===== src/rtl/uart_cmd_decoder.sv =====
// Frames a UART byte stream (header, opcode, A, B, XOR checksum) into ALU commands.
// Outputs update only on a complete valid frame; bad or stalled frames raise an error pulse.
module uart_cmd_decoder #(
  parameter logic [7:0]  HEADER         = 8'hA5,
  parameter int unsigned TIMEOUT_CYCLES = 21700
) (
  input  logic       clk,
  input  logic       rst,
  input  logic [7:0] rx_data,
  input  logic       rx_valid,
  output logic [3:0] alu_op,
  output logic [7:0] alu_a,
  output logic [7:0] alu_b,
  output logic       cmd_valid,
  output logic       err_frame,
  output logic       err_timeout,
  output logic       busy
);

  localparam int unsigned    CntW   = $clog2(TIMEOUT_CYCLES) + 1;
  localparam logic [CntW-1:0] CntMax = CntW'(TIMEOUT_CYCLES);

  typedef enum logic [2:0] {StIdle, StGetOp, StGetA, StGetB, StGetChk} state_e;

  state_e          state_q;
  logic [CntW-1:0] cnt_q;
  logic [7:0]      op_tmp_q, a_tmp_q, b_tmp_q;
  logic [7:0]      chk_exp;

  assign chk_exp = op_tmp_q ^ a_tmp_q ^ b_tmp_q;

  always_ff @(posedge clk) begin
    if (rst) begin
      state_q     <= StIdle;
      cnt_q       <= '0;
      op_tmp_q    <= '0;
      a_tmp_q     <= '0;
      b_tmp_q     <= '0;
      alu_op      <= '0;
      alu_a       <= '0;
      alu_b       <= '0;
      cmd_valid   <= 1'b0;
      err_frame   <= 1'b0;
      err_timeout <= 1'b0;
      busy        <= 1'b0;
    end else begin
      cmd_valid   <= 1'b0;
      err_frame   <= 1'b0;
      err_timeout <= 1'b0;
      if (state_q == StIdle) begin
        cnt_q <= '0;
        if (rx_valid && rx_data == HEADER) begin
          state_q <= StGetOp;
          busy    <= 1'b1;
        end
      end else if (rx_valid) begin
        // An arriving byte always beats a timeout expiring in the same cycle.
        cnt_q <= '0;
        case (state_q)
          StGetOp: begin
            op_tmp_q <= rx_data;
            state_q  <= StGetA;
          end
          StGetA: begin
            a_tmp_q <= rx_data;
            state_q <= StGetB;
          end
          StGetB: begin
            b_tmp_q <= rx_data;
            state_q <= StGetChk;
          end
          StGetChk: begin
            if (rx_data == chk_exp && op_tmp_q[7:4] == 4'h0) begin
              alu_op    <= op_tmp_q[3:0];
              alu_a     <= a_tmp_q;
              alu_b     <= b_tmp_q;
              cmd_valid <= 1'b1;
            end else begin
              err_frame <= 1'b1;
            end
            state_q <= StIdle;
            busy    <= 1'b0;
          end
          default: begin
            state_q <= StIdle;
            busy    <= 1'b0;
          end
        endcase
      end else if (cnt_q == CntMax) begin
        err_timeout <= 1'b1;
        state_q     <= StIdle;
        busy        <= 1'b0;
        cnt_q       <= '0;
        op_tmp_q    <= '0;
        a_tmp_q     <= '0;
        b_tmp_q     <= '0;
      end else begin
        cnt_q <= cnt_q + CntW'(1);
      end
    end
  end

endmodule


===== config.mk =====
export PLATFORM = sky130hd
export DESIGN_NAME = uart_cmd_decoder
export DESIGN_NICKNAME = d
export VERILOG_FILES = /design/src/rtl/uart_cmd_decoder.sv
export SDC_FILE = /design/constraint.sdc
export NUM_CORES = 1
export LEC_CHECK = 0
export BUFFER_PORTS_ARGS = -buffer_cell sky130_fd_sc_hd__buf_2
export CORE_MARGIN = 2
export CORE_UTILIZATION = 55
export DETAILED_ROUTE_END_ITERATION = 8
export GPL_TIMING_DRIVEN = 0
export PLACE_DENSITY_LB_ADDON = 0.3
export REMOVE_ABC_BUFFERS = 1
export SLEW_MARGIN = 20
export SYNTH_ARGS = -nofsm -noshare
export SYNTH_HDL_FRONTEND = slang
export SYNTH_SLANG_ARGS = --single-unit

===== constraint.sdc =====
create_clock -name clk -period 3.85 [get_ports clk]
set_input_delay 0.9625 -clock clk [delete_from_list [all_inputs] [get_ports clk]]
set_output_delay 0.9625 -clock clk [all_outputs]
set_load 0.02 [all_outputs]

==> summary.txt <==
Pre-antenna DRT Iters = 4
proportion of synthesized area in mux cells = 6.61%
commonest non-fill, non-tap cells in the layout = dfxtp_1 (67), nand2b_1 (41), nor2_1 (38)
Util after Layout = 63.8%
DP HPWL = 3870 um
first-pass GRT wire length = 9600 um
LEAKAGE = 0.00124 uW
YS warnings = 0
Final Wtd Congestion = 0.813
sequential area share after synthesis = 44.3%
Top Ports = 35
hold path startpoint = alu_b[2]
pin count of the biggest net entering global routing = 66
Die Ht = 78.2 um
Post-CTS Setup Bufs = 0
fillers = 476
hold crit path type = reg -> reg
ratio of final minimum period to clock period = 67.3%
complex-gate fraction of the synthesized area = 9.00%
crit-path max FO = 6
synthesized instance count = 311
Place WS = 0.888 ns
Post-Route Skew = 0.00762 ns
total gr overflow = 0
Synth Flop Type = dfxtp_1
Worst-Margin Slew = 1.05 ns
Critical path buffers and inverters = 4
share of the synthesized area in the top cell type = 44.3%
H-tree levels = 3
XOR/XNOR share of the synthesized area = 11.3%
simple-gate share of the synthesized area = 24.8%
CP delay by family, top = buffers and inverters
synthesized cell area = 0.00303 mm^2
post-route setup slack = 1.26 ns
worst hold slack = 0.469 ns
CP required = 4.11 ns
root buf cell = clkbuf_8
WL/cell = 13.7 um
Distinct cells, synth = 42
Setup TNS Final = 0 ns
CP Cell Sequence = buf_2, xnor2_1, xnor2_1, nand4_1, nor4_2, buf_4, buf_2, buf_2, mux2i_1
slowest stage delay, CP = 0.38 ns
Starting Density = 56.0%
Arrival @ worst endpoint = 2.86 ns
Peak supply drop = 266 uV
Max Freq = 386 MHz
Post-Synth Adder-Cell Area = 0.826%
n_diodes = 0
CTS tree = built
drc violations = 0
Area contributors post-synth = dfxtp_1 (44%), nand2b_1 (8.5%), xnor2_1 (6.9%)
via count = 2261
status = finished clean
async set or reset register ratio after synthesis = 0%
CP endpoint kind = flop
GRT Util Overall = 20.0%
Final Max Tran Viols = 0
Avg Inst Size Synth = 9.74 um^2
die width = 78.2 um
FF-to-FF Start = a_tmp_q[1]
Core ar. = 0.00541 mm^2
reg2reg setup slack = 1.66 ns
setup violators final = 0
CP max-delay cell = nor4_2
count of state elements after synthesis = 67
Tot Pwr = 1340 uW
max cap viols = 0
hold worst-path end = alu_b[2]
PD cells = 388 mW/mm^2
via/cell ratio = 5.35
largest family of logic cells by synthesized area = simple AND/OR/NAND/NOR gates
Post-layout nets = 359
clock slew at reported path FFs = 0.07 ns
Final min period = 2.59 ns
cts-stage hold buffer count = 0
EDFF count, synth = 0
Routed WL = 5780 um
Port Buffer Count = 34
Num CTS Buffers = 9
DRT antenna net count = 0
vias in the first global route = 2089
RSZ-0062 raised after global routing = no
Worst slew margin = 29.2%
worst reg2reg endpoint = alu_a[5]
cell mode on critical path = buf_2
r2r worst-path depth = 8
post-cts sizing count = 0
initial DRC count = 78
CP Launch Type = input port
clk sinks = 67
layout cells sized above 1 = 17.4%
CTS Buffer Depth = 2
commonest non-fill, non-tap cell in the layout = dfxtp_1
Final Hold Vio Count = 0
Hold Path Stages = 2
antenna violations before repair = 0
layout overhead on the synthesized area = 13.8%
row cnt = 27
most area-hungry cell type in the Yosys netlist = dfxtp_1
Clock Latency Late Sink = 0.34 ns
DIE AREA = 0.00612 mm^2
WS Path Type = in -> reg
==> metrics by stage <==
stage               cells  area, um^2
finish                423        3450
global route          423        3450
CTS                   423        3440
detailed placement    407        3240
global placement      403        3200
floorplan             297        2940
==> worst reg2reg max path, cell delays in order, from the launching register on <==
cell	delay [ns]
dfxtp_1	0.33
xnor2_1	0.20
xnor2_1	0.14
nand4_1	0.16
nor4_2	0.38
buf_4	0.23
buf_2	0.22
buf_2	0.23
mux2i_1	0.21
==> per-layer routing <==
layer / part of all wire, % / vias to the layer above / wire length (um) / track usage [%]
li1: - / 1141 / - / -
met1: 51 / 1075 / 2930 / 26.8
met2: 44 / 33 / 2530 / 30.3
met3: 3.4 / 12 / 197 / 3.91
met4: 2.2 / 0 / 130 / 11.1
met5: 0 / - / 0 / 0
==> final cells by class <==
| class | instances | area [um^2] | share of cell area [%] |
|---|---|---|---|
| Sequential cell | 67 | 1340 | 38.9 |
| Clock buffer | 15 | 176 | 5.12 |
| Multi-Input combinational cell | 227 | 1600 | 46.5 |
| Timing Repair Buffer | 38 | 195 | 5.66 |
| Inverter | 3 | 11.3 | 0.327 |
| Tap cell | 72 | 90.1 | 2.61 |
| Clock inverter | 1 | 30.0 | 0.871 |
==> report_power, final <==
group,total (uW),switching [uW],internal [uW]
clock network,600,247,353
logic,42.7,24.9,17.8
registers,693,0.175,693
total,1340,272,1060
==> synthesized netlist by cell type (2+ instances only) <==
cell	number
xor2_1	15
buf_2	3
nand4_1	3
dfxtp_1	67
and3_1	4
inv_1	3
nand2_1	12
clkbuf_1	5
buf_4	3
nor3_1	8
ha_1	2
nor2_1	38
dlygate4sd1_1	2
nor4_1	3
a21oi_1	2
xnor2_1	24
a22oi_1	17
nor2b_1	2
a22o_1	8
mux2i_1	20
nand3_1	8
nand2b_1	41
nor4b_4	2
==> state kept, by name, summed over array words and instances (netlist names) <==
register	count
alu_a	8
b_tmp_q	8
a_tmp_q	8
state_q	3
err_timeout	1
op_tmp_q	8
busy	1
alu_op	4
cmd_valid	1
cnt_q	16
alu_b	8
err_frame	1
==> how the worst max path moves through the flow <==
stage	startpoint	end	slack, ns	cells past startpoint
after floorplan	rx_data[3]	alu_a[0]	-0.79	5
after global placement	rx_data[2]	alu_a[6]	-2.09	6
after detailed placement	rx_data[5]	alu_a[2]	0.89	9
after CTS	rx_data[5]	alu_a[5]	1.24	9
after global routing	rx_data[1]	alu_a[5]	1.04	9
final	rx_data[2]	alu_a[5]	1.26	9
==> kinds of logic after synthesis <==
kind of cell	count (synthesis)
AOI/OAI and AO/OA	33
xor gates and xnor gates	39
adders and majority gates	2
buffers and inverters	17
DFF	67
muxes	20
and+or+nand+nor	133
Note: power is estimated with default switching activity, not from simulation.
